$ cat config.mk
export PLATFORM = sky130hd
export DESIGN_NAME = pipeline_flow_controller_flat
export DESIGN_NICKNAME = d
export VERILOG_FILES = /design/src/rtl/pipeline_flow_controller_if.sv /design/src/rtl/pipeline_flow_controller.sv /design/src/flat_wrapper.sv
export SDC_FILE = /design/constraint.sdc
export NUM_CORES = 1
export LEC_CHECK = 0
export CAP_MARGIN = 10
export CELL_PAD_IN_SITES_DETAIL_PLACEMENT = 0
export CELL_PAD_IN_SITES_GLOBAL_PLACEMENT = 1
export CORE_MARGIN = 4
export CORE_UTILIZATION = 20
export CTS_BUF_LIST = sky130_fd_sc_hd__clkbuf_4 sky130_fd_sc_hd__clkbuf_8 sky130_fd_sc_hd__clkbuf_16
export DETAILED_ROUTE_END_ITERATION = 10
export HOLD_SLACK_MARGIN = 0.06
export PLACE_DENSITY_LB_ADDON = 0.1
export SYNTH_ARGS = -nofsm -noshare
export SYNTH_HDL_FRONTEND = slang
export SYNTH_SLANG_ARGS = --single-unit
$ cat constraint.sdc
create_clock -name clk -period 1.4 [get_ports clk]
set_input_delay 0.21 -clock clk [delete_from_list [all_inputs] [get_ports clk]]
set_output_delay 0.21 -clock clk [all_outputs]
set_load 0.02 [all_outputs]
$ cat src/rtl/pipeline_flow_controller_if.sv
// Handshake bundle between the pipeline datapath and its stall/flush sequencer.
// master: the flow controller (consumes hazard inputs, drives stage controls).
// slave:  the pipeline datapath (drives hazard inputs, consumes stage controls).
interface pipeline_flow_controller_if #(
  parameter int unsigned CNT_WIDTH = 32
) ();

  logic                 i_ex_stall;
  logic                 i_ex_branch_taken;
  logic                 i_mem_busy;
  logic                 o_if_enable;
  logic                 o_id_enable;
  logic                 o_ex_enable;
  logic                 o_mem_enable;
  logic                 o_if_id_flush;
  logic                 o_id_ex_flush;
  logic                 o_ex_mem_flush;
  logic [1:0]           o_ctrl_state;
  logic [CNT_WIDTH-1:0] o_stall_count;
  logic [CNT_WIDTH-1:0] o_flush_count;

  modport master (
    input  i_ex_stall, i_ex_branch_taken, i_mem_busy,
    output o_if_enable, o_id_enable, o_ex_enable, o_mem_enable,
    output o_if_id_flush, o_id_ex_flush, o_ex_mem_flush,
    output o_ctrl_state, o_stall_count, o_flush_count
  );

  modport slave (
    output i_ex_stall, i_ex_branch_taken, i_mem_busy,
    input  o_if_enable, o_id_enable, o_ex_enable, o_mem_enable,
    input  o_if_id_flush, o_id_ex_flush, o_ex_mem_flush,
    input  o_ctrl_state, o_stall_count, o_flush_count
  );

endinterface

$ cat src/rtl/pipeline_flow_controller.sv
// Stall/flush sequencer for the five-stage pipeline. Combinational stage enables and
// flushes are decoded from the FSM state, the redirect counter and the hazard inputs.
// Input priority is always MEM busy, then branch redirect, then load-use stall.
// Optional build macro: PIPELINE_PERF_CNT_EN adds saturating stall/flush cycle counters;
// without it the counter outputs are tied to zero.
module pipeline_flow_controller #(
  parameter int unsigned FLUSH_CYCLES = 2,
  parameter int unsigned CNT_WIDTH    = 32
) (
  input logic                        clk,
  input logic                        rst_n,
  pipeline_flow_controller_if.master bus
);

  typedef enum logic [1:0] {
    StRun        = 2'd0,
    StLoadBubble = 2'd1,
    StRedirect   = 2'd2,
    StMemWait    = 2'd3
  } state_e;

  localparam bit       MultiFlush = (FLUSH_CYCLES > 1);
  localparam logic [2:0] RcntLoad = 3'(FLUSH_CYCLES - 1);

  state_e     r_state, w_state_next;
  logic [2:0] r_rcnt, w_rcnt_next;
  logic [3:0] w_en;        // {IF, ID, EX, MEM}
  logic [2:0] w_flush;     // {IF_ID, ID_EX, EX_MEM}
  logic       w_decode_run;
  logic       w_stall_masked;

  // State and redirect counter; reset aborts any sequence in flight.
  always_ff @(posedge clk or negedge rst_n) begin
    if (!rst_n) begin
      r_state <= StRun;
      r_rcnt  <= 3'd0;
    end else begin
      r_state <= w_state_next;
      r_rcnt  <= w_rcnt_next;
    end
  end

  // Next-state and stage-control decode.
  always_comb begin
    w_en           = 4'b1111;
    w_flush        = 3'b000;
    w_state_next   = r_state;
    w_rcnt_next    = r_rcnt;
    w_decode_run   = 1'b0;
    w_stall_masked = 1'b0;

    unique case (r_state)
      StRun: w_decode_run = 1'b1;
      StLoadBubble: begin
        // The bubble has already been inserted; let the dependent instruction proceed.
        w_decode_run   = 1'b1;
        w_stall_masked = 1'b1;
      end
      StMemWait: begin
        if (bus.i_mem_busy) begin
          w_en = 4'b0000;
        end else begin
          w_decode_run = 1'b1;
        end
      end
      StRedirect: begin
        if (bus.i_mem_busy) begin
          // Freeze: no flush cycle is consumed while memory stalls.
          w_en = 4'b0000;
        end else begin
          w_flush[2] = 1'b1;
          if (bus.i_ex_branch_taken) begin
            w_flush[1]  = 1'b1;
            w_rcnt_next = RcntLoad;
          end else if (r_rcnt <= 3'd1) begin
            w_state_next = StRun;
            w_rcnt_next  = 3'd0;
          end else begin
            w_rcnt_next = r_rcnt - 3'd1;
          end
        end
      end
    endcase

    if (w_decode_run) begin
      if (bus.i_mem_busy) begin
        w_en         = 4'b0000;
        w_state_next = StMemWait;
      end else if (bus.i_ex_branch_taken) begin
        w_flush = 3'b110;
        if (MultiFlush) begin
          w_state_next = StRedirect;
          w_rcnt_next  = RcntLoad;
        end else begin
          w_state_next = StRun;
        end
      end else if (bus.i_ex_stall && !w_stall_masked) begin
        w_en         = 4'b0001;
        w_flush      = 3'b001;
        w_state_next = StLoadBubble;
      end else begin
        w_state_next = StRun;
      end
    end
  end

  // Reset forces every stage to hold a NOP, independent of the clock.
  always_comb begin
    bus.o_if_enable    = rst_n & w_en[3];
    bus.o_id_enable    = rst_n & w_en[2];
    bus.o_ex_enable    = rst_n & w_en[1];
    bus.o_mem_enable   = rst_n & w_en[0];
    bus.o_if_id_flush  = ~rst_n | w_flush[2];
    bus.o_id_ex_flush  = ~rst_n | w_flush[1];
    bus.o_ex_mem_flush = ~rst_n | w_flush[0];
    bus.o_ctrl_state   = r_state;
  end

`ifdef PIPELINE_PERF_CNT_EN
  logic [CNT_WIDTH-1:0] r_stall_count, r_flush_count;
  logic                 w_any_stall;

  assign w_any_stall = ~&w_en;

  // Saturating performance counters.
  always_ff @(posedge clk or negedge rst_n) begin
    if (!rst_n) begin
      r_stall_count <= '0;
      r_flush_count <= '0;
    end else begin
      if (w_any_stall && (r_stall_count != {CNT_WIDTH{1'b1}})) begin
        r_stall_count <= r_stall_count + CNT_WIDTH'(1);
      end
      if (w_flush[2] && (r_flush_count != {CNT_WIDTH{1'b1}})) begin
        r_flush_count <= r_flush_count + CNT_WIDTH'(1);
      end
    end
  end

  assign bus.o_stall_count = r_stall_count;
  assign bus.o_flush_count = r_flush_count;
`else
  assign bus.o_stall_count = {CNT_WIDTH{1'b0}};
  assign bus.o_flush_count = {CNT_WIDTH{1'b0}};
`endif

endmodule
$ cat src/flat_wrapper.sv
// flat-port wrapper written by rule: the top's interface ports become plain ports
module pipeline_flow_controller_flat 
#(
  parameter int unsigned FLUSH_CYCLES = 2,
  parameter int unsigned CNT_WIDTH    = 32
)
  (clk, rst_n, bus_i_ex_stall, bus_i_ex_branch_taken, bus_i_mem_busy, bus_o_if_enable, bus_o_id_enable, bus_o_ex_enable, bus_o_mem_enable, bus_o_if_id_flush, bus_o_id_ex_flush, bus_o_ex_mem_flush, bus_o_ctrl_state, bus_o_stall_count, bus_o_flush_count);
  pipeline_flow_controller_if #(.CNT_WIDTH(CNT_WIDTH)) bus_i ();
  input logic clk;
  input logic rst_n;
  input wire logic [$bits(bus_i.i_ex_stall)-1:0] bus_i_ex_stall;
  input wire logic [$bits(bus_i.i_ex_branch_taken)-1:0] bus_i_ex_branch_taken;
  input wire logic [$bits(bus_i.i_mem_busy)-1:0] bus_i_mem_busy;
  output wire logic [$bits(bus_i.o_if_enable)-1:0] bus_o_if_enable;
  output wire logic [$bits(bus_i.o_id_enable)-1:0] bus_o_id_enable;
  output wire logic [$bits(bus_i.o_ex_enable)-1:0] bus_o_ex_enable;
  output wire logic [$bits(bus_i.o_mem_enable)-1:0] bus_o_mem_enable;
  output wire logic [$bits(bus_i.o_if_id_flush)-1:0] bus_o_if_id_flush;
  output wire logic [$bits(bus_i.o_id_ex_flush)-1:0] bus_o_id_ex_flush;
  output wire logic [$bits(bus_i.o_ex_mem_flush)-1:0] bus_o_ex_mem_flush;
  output wire logic [$bits(bus_i.o_ctrl_state)-1:0] bus_o_ctrl_state;
  output wire logic [$bits(bus_i.o_stall_count)-1:0] bus_o_stall_count;
  output wire logic [$bits(bus_i.o_flush_count)-1:0] bus_o_flush_count;
  assign bus_i.i_ex_stall = bus_i_ex_stall;
  assign bus_i.i_ex_branch_taken = bus_i_ex_branch_taken;
  assign bus_i.i_mem_busy = bus_i_mem_busy;
  assign bus_o_if_enable = bus_i.o_if_enable;
  assign bus_o_id_enable = bus_i.o_id_enable;
  assign bus_o_ex_enable = bus_i.o_ex_enable;
  assign bus_o_mem_enable = bus_i.o_mem_enable;
  assign bus_o_if_id_flush = bus_i.o_if_id_flush;
  assign bus_o_id_ex_flush = bus_i.o_id_ex_flush;
  assign bus_o_ex_mem_flush = bus_i.o_ex_mem_flush;
  assign bus_o_ctrl_state = bus_i.o_ctrl_state;
  assign bus_o_stall_count = bus_i.o_stall_count;
  assign bus_o_flush_count = bus_i.o_flush_count;
  pipeline_flow_controller #(.FLUSH_CYCLES(FLUSH_CYCLES), .CNT_WIDTH(CNT_WIDTH)) u_core (.clk(clk), .rst_n(rst_n), .bus(bus_i));
endmodule
=== Word-level counts from Yosys, hierarchy flattened ===
Index checks and enable logic that the tools add are counted.

* $mul: 0
* Magnitude comparators: 1
* Add/subtract/negate cells: 1
* Reductions and logical operators: 8
* Muxes and demuxes: 31
* Eq/ne operators: 5
* Divide/modulo/power cells: 0
* Shift operators: 0
* Bitwise logic cells: 8

{| class="wikitable"
|+ Operator list
! cell !! number
|-
| $mux 3 || 11
|-
| $mux 4 || 6
|-
| $mux 2 || 9
|-
| $and 1x1->1 || 4
|-
| $eq 2x2->1 const B || 2
|-
| $mux 1 || 4
|-
| $ne 2x1->1 const B || 2
|-
| $reduce_and 4->1 || 1
|-
| $reduce_bool 2->1 || 2
|-
| $reduce_or 2->1 || 2
|-
| $le 3x1->1 const B || 1
|-
| $or 1x1->1 || 3
|-
| $sub 3x1->3 const B || 1
|-
| $eq 2x1->1 const B || 1
|-
| $logic_not 2->1 || 1
|-
| $pmux 1 s2 || 1
|-
| $logic_and 1x1->1 || 1
|-
| $logic_not 1->1 || 1
|-
| $not 1->1 || 1
|}

* Memories kept: 0
* Word-level logic and storage cells: 56
* ROM bits: 0
* Bits in registers: 5
* Output and inout bits: 73
* Memory bits (writable): 0
* Input bits: 5
* Bits in latches: 0

=== Depth between registers and ports, before layout ===
* Word-level depth: 9
* Mapped depth: 5
* Mapped depth without buffers: 5

=== Worst setup path before layout ===
Ideal clock, no wire load.

* Path type: reg-to-output
* Start point: register u_core.r_state[1] (netlist: u_core.bus.o_ctrl_state[1])
* End point: output port bus_o_id_enable
* Slack: -0.506 ns
* Path buffers: 1
* Arrival time: 1.696 ns
* Required time: 1.190 ns
* Stages on the path, launching flop included: 4
* Cell sequence: dfrtp_1 -> nand2b_1 -> a311oi_1 -> buf_4

* Longest elaborated chain between the ends: 9

{| class="wikitable"
|+ Ends and longest elaborated chain
! what !! line !! source
|-
| from (decl) || pipeline_flow_controller.sv:25 || <nowiki>state_e r_state, w_state_next;</nowiki>
|-
| from (signal assigned) || pipeline_flow_controller.sv:35 || <nowiki>r_state <= StRun;</nowiki>
|-
| from (signal assigned) || pipeline_flow_controller.sv:38 || <nowiki>r_state <= w_state_next;</nowiki>
|-
| $eq 2x1->1 || pipeline_flow_controller.sv:52 || <nowiki>unique case (r_state)</nowiki>
|-
| $mux 1 || pipeline_flow_controller.sv:52 ||
|-
| $logic_not 1->1 || pipeline_flow_controller.sv:97 || <nowiki>end else if (bus.i_ex_stall && !w_stall_masked) begin</nowiki>
|-
| $logic_and 1x1->1 || pipeline_flow_controller.sv:97 ||
|-
| $mux 4 || pipeline_flow_controller.sv:97 ||
|-
| $mux 4 || pipeline_flow_controller.sv:89 || <nowiki>end else if (bus.i_ex_branch_taken) begin</nowiki>
|-
| $mux 4 || pipeline_flow_controller.sv:86 || <nowiki>if (bus.i_mem_busy) begin</nowiki>
|-
| $mux 4 (*) || pipeline_flow_controller.sv:85 || <nowiki>if (w_decode_run) begin</nowiki>
|-
| $and 1x1->1 (*) || pipeline_flow_controller.sv:110 || <nowiki>bus.o_id_enable = rst_n & w_en[2];</nowiki>
|-
| to (decl) || flat_wrapper.sv:15 || <nowiki>output wire logic [$bits(bus_i.o_id_enable)-1:0] bus_o_id_enable;</nowiki>
|}

Mark *: on every way between the ends. The rest lies on a longest branch, timed or not.

=== Final worst setup path ===
* Start point: register u_core.r_state[1] (netlist: u_core.bus.o_ctrl_state[1])
* End point: output port bus_o_ex_enable

* Longest elaborated chain between the ends: 9

{| class="wikitable"
|+ Ends and longest elaborated chain
! what !! line !! source
|-
| $eq 2x1->1 || pipeline_flow_controller.sv:52 ||
|-
| $mux 1 || pipeline_flow_controller.sv:52 ||
|-
| $logic_not 1->1 || pipeline_flow_controller.sv:97 ||
|-
| $logic_and 1x1->1 || pipeline_flow_controller.sv:97 ||
|-
| $mux 4 || pipeline_flow_controller.sv:97 ||
|-
| $mux 4 || pipeline_flow_controller.sv:89 ||
|-
| $mux 4 || pipeline_flow_controller.sv:86 ||
|-
| $mux 4 (*) || pipeline_flow_controller.sv:85 ||
|-
| $and 1x1->1 (*) || pipeline_flow_controller.sv:111 || <nowiki>bus.o_ex_enable = rst_n & w_en[1];</nowiki>
|-
| to (decl) || flat_wrapper.sv:16 || <nowiki>output wire logic [$bits(bus_i.o_ex_enable)-1:0] bus_o_ex_enable;</nowiki>
|}

Marked as above.

==> run summary <==
Status -> finished, violations left
Failing checks -> setup timing
Commonest cells after routing, fill and taps aside -> conb_1, buf_4, buf_6
Most common cell after layout, fill and taps aside -> conb_1
Ports -> 78
CP Capture Type -> primary output
CTS buffer count -> 3
Library cells used by synthesis -> 25
Post-route ant nets -> 0
Hold Crit Depth -> 4
Seq/Total Area, Yosys -> 14.9%
Die Y -> 72.7 um
Setup CP Type -> reg -> out
Max FO, Critical Path -> 4
Final period utilization -> 109%
Fin area -> 941 um^2
Initial antenna violation count -> 0
Xor/xnor share of the synthesized area -> 0%
Largest net degree at the start of global routing -> 9
Mapped Cells -> 104
H-tree depth -> 1
Placed instance area -> 870 um^2
Worst hold path startpoint -> bus_i_ex_branch_taken
RSZ-0062 raised after global routing -> yes
Largest area contributor in the netlist -> buf_4
IR drop worst, VDD -> 0.000364 V
Flops & latches, synth -> 5
HPWL reported at the end of detailed placement -> 1400 um
Fmax -> 657 MHz
# port buffers -> 13
First-pass GRT wire length -> 2230 um
Post-DR wirelength/cell -> 8.80 um
Final Hold Vio Count -> 0
Chip width -> 72.7 um
Post-route non-filler standard cell count -> 180
Total global-route track usage -> 5.40%
Min cycle time layout -> 1.52 ns
DRT Pass-1 Iters -> 4
Vias in the first global route -> 458
Layout Skew -> 0.000483 ns
Core footprint -> 4030 um^2
Synth top area cells -> buf_4, dfrtp_1, ha_1
Post-synthesis mux area share -> 0%
Clock Path Buffers -> 2
Initial Util -> 20.8%
Reg clk slew, reported paths -> 0.03 ns
Power Total -> 1.04 mW
# rows -> 23
Syn Area/Cell -> 8.06 um^2
RR Startpoint -> u_core.r_rcnt[0]
Root buf cell -> clkbuf_8
Largest family of logic cells by synthesized area -> buffers and inverters
Static Leak -> 0.544 nW
Hold path endpoint -> u_core.r_rcnt[0]
Post-Synth Adder-Cell Area -> 2.99%
Vias per cell -> 2.98
Slew Viols, Final -> 0
CTS sink count -> 5
Die area -> 5290 um^2
Post-Syn Area -> 838 um^2
TritonCTS clock tree -> done
R2R depth -> 4
GRT overflow -> 0
Hold Crit Class -> in -> reg
Arr. time, crit path -> 1.31 ns
Post-synthesis simple-gate area fraction -> 8.36%
Final setup viols -> 4
Final RePlAce weighted congestion -> 0.717
Layout Nets -> 138
Startpoint types -> flop
Warnings, synthesis -> 0
Post-route DRC violation count -> 0
Worst R2R Setup Slack -> 0.09 ns
Compound-gate portion of the synthesized area -> 11.0%
Required time of the worst setup path -> 1.19 ns
# diodes -> 0
Setup WS post-layout -> -0.122 ns
Fraction of final layout cells sized beyond drive strength 1 -> 23.8%
Yosys top cell area share -> 59.1%
Cells after DPL -> 173
Final wirelength -> 1580 um
DR iter-0 viols -> 13
Clk_lat worst skew -> 0.22 ns
Hold_ws -> 0.449 ns
Via Count -> 536
Power per Cell Area -> 1110 nW/um^2
Syn-to-layout area delta -> 12.2%
Max-cap violations -> 0
R2R Path End -> u_core.r_rcnt[1]
[metrics by stage]
step,utilization (%),setup WS (ns),TNS (ns)
after floorplan,-,-0.0718,-0.144
after global placement,21.6,-0.606,-4.22
after detailed placement,21.6,-0.596,-4.21
after CTS,22.4,-0.187,-0.649
after global routing,23.4,-0.177,-0.637
final,23.4,-0.122,-0.429
[Yosys cell counts]
cell type  count
buf_4         66
dfrtp_1        5
inv_1          4
nor2_1         3
nor2b_1        3
ha_1           2
nand2_1        2
nand2b_1       2
a21o_1         1
a21oi_1        1
a311oi_1       1
a31o_1         1
a31oi_1        1
a32o_1         1
a41o_1         1
and3b_1        1
buf_6          1
conb_1         1
nor3_1         1
o21ai_0        1
o21ai_1        1
o21ba_2        1
o21bai_1       1
o2bb2ai_1      1
or3_1          1
[how the worst max path moves through the flow]
stage	startpoint	endpoint	slack (ns)	depth (start not counted)
after floorplan	u_core.bus.o_ctrl_state[0]	bus_o_id_enable	-0.07	3
after global placement	bus_i_ex_stall	bus_o_id_enable	-0.61	4
after detailed placement	bus_i_ex_branch_taken	bus_o_ex_enable	-0.60	4
after CTS	u_core.bus.o_ctrl_state[1]	bus_o_if_enable	-0.19	3
after global routing	u_core.bus.o_ctrl_state[1]	bus_o_if_enable	-0.18	3
final	u_core.bus.o_ctrl_state[1]	bus_o_ex_enable	-0.12	3
[routing by layer]
| layer | vias to the layer above | share of wire [%] | global-route usage, % |
|---|---|---|---|
| met4 | 0 | 0 | 2.46 |
| li1 | 255 | - | - |
| met5 | - | 0 | 0 |
| met1 | 242 | 35 | 6.14 |
| met3 | 0 | 15 | 2.48 |
| met2 | 39 | 50 | 8.62 |
[cells by family (layout without fill, tap and decap cells)]
family	Yosys count	after routing
fa+ha+maj	2	2
other cells	1	64
flops	5	5
buf+inv	71	34
simple gates	13	13
compound gates	12	12
[critical path, cell delays in order, from the launching register on]
cell      delay, ns
dfrtp_2        0.43
nand2b_4       0.16
a311oi_4       0.33
buf_6          0.17
[timing repair]
item | 4_1_cts | 5_1_grt
buffers inserted | 1 | 1
endpoints found under the setup margin | 9 | 7
endpoints found under the hold margin | 0 | 5
pin swaps | 2 | 3
resized for setup | 37 | 10
hold buffers | 0 | 1
cloned | 0 | 0
[registers in the layout (all words and copies together) (netlist names)]
register	flops
u_core.r_rcnt	3
u_core.bus.o_ctrl_state	2
[cell type report]
class                           count  area, um^2
Clock buffer                        4        48.8
Fill cell                         477        3090
Inverter                            4        15.0
Multi-Input combinational cell     91         460
Sequential cell                     5         128
Tap cell                           50        62.6
Timing Repair Buffer               26         226
[report_power, final]
group	total, mW	leakage, nW	switching [mW]	internal, mW
sequential	0.214	0.0596	0.0296	0.184
combinational	0.549	0.458	0.344	0.205
clock	0.280	0.0262	0.0652	0.214
No activity file was read; power rests on OpenSTA's default activity.
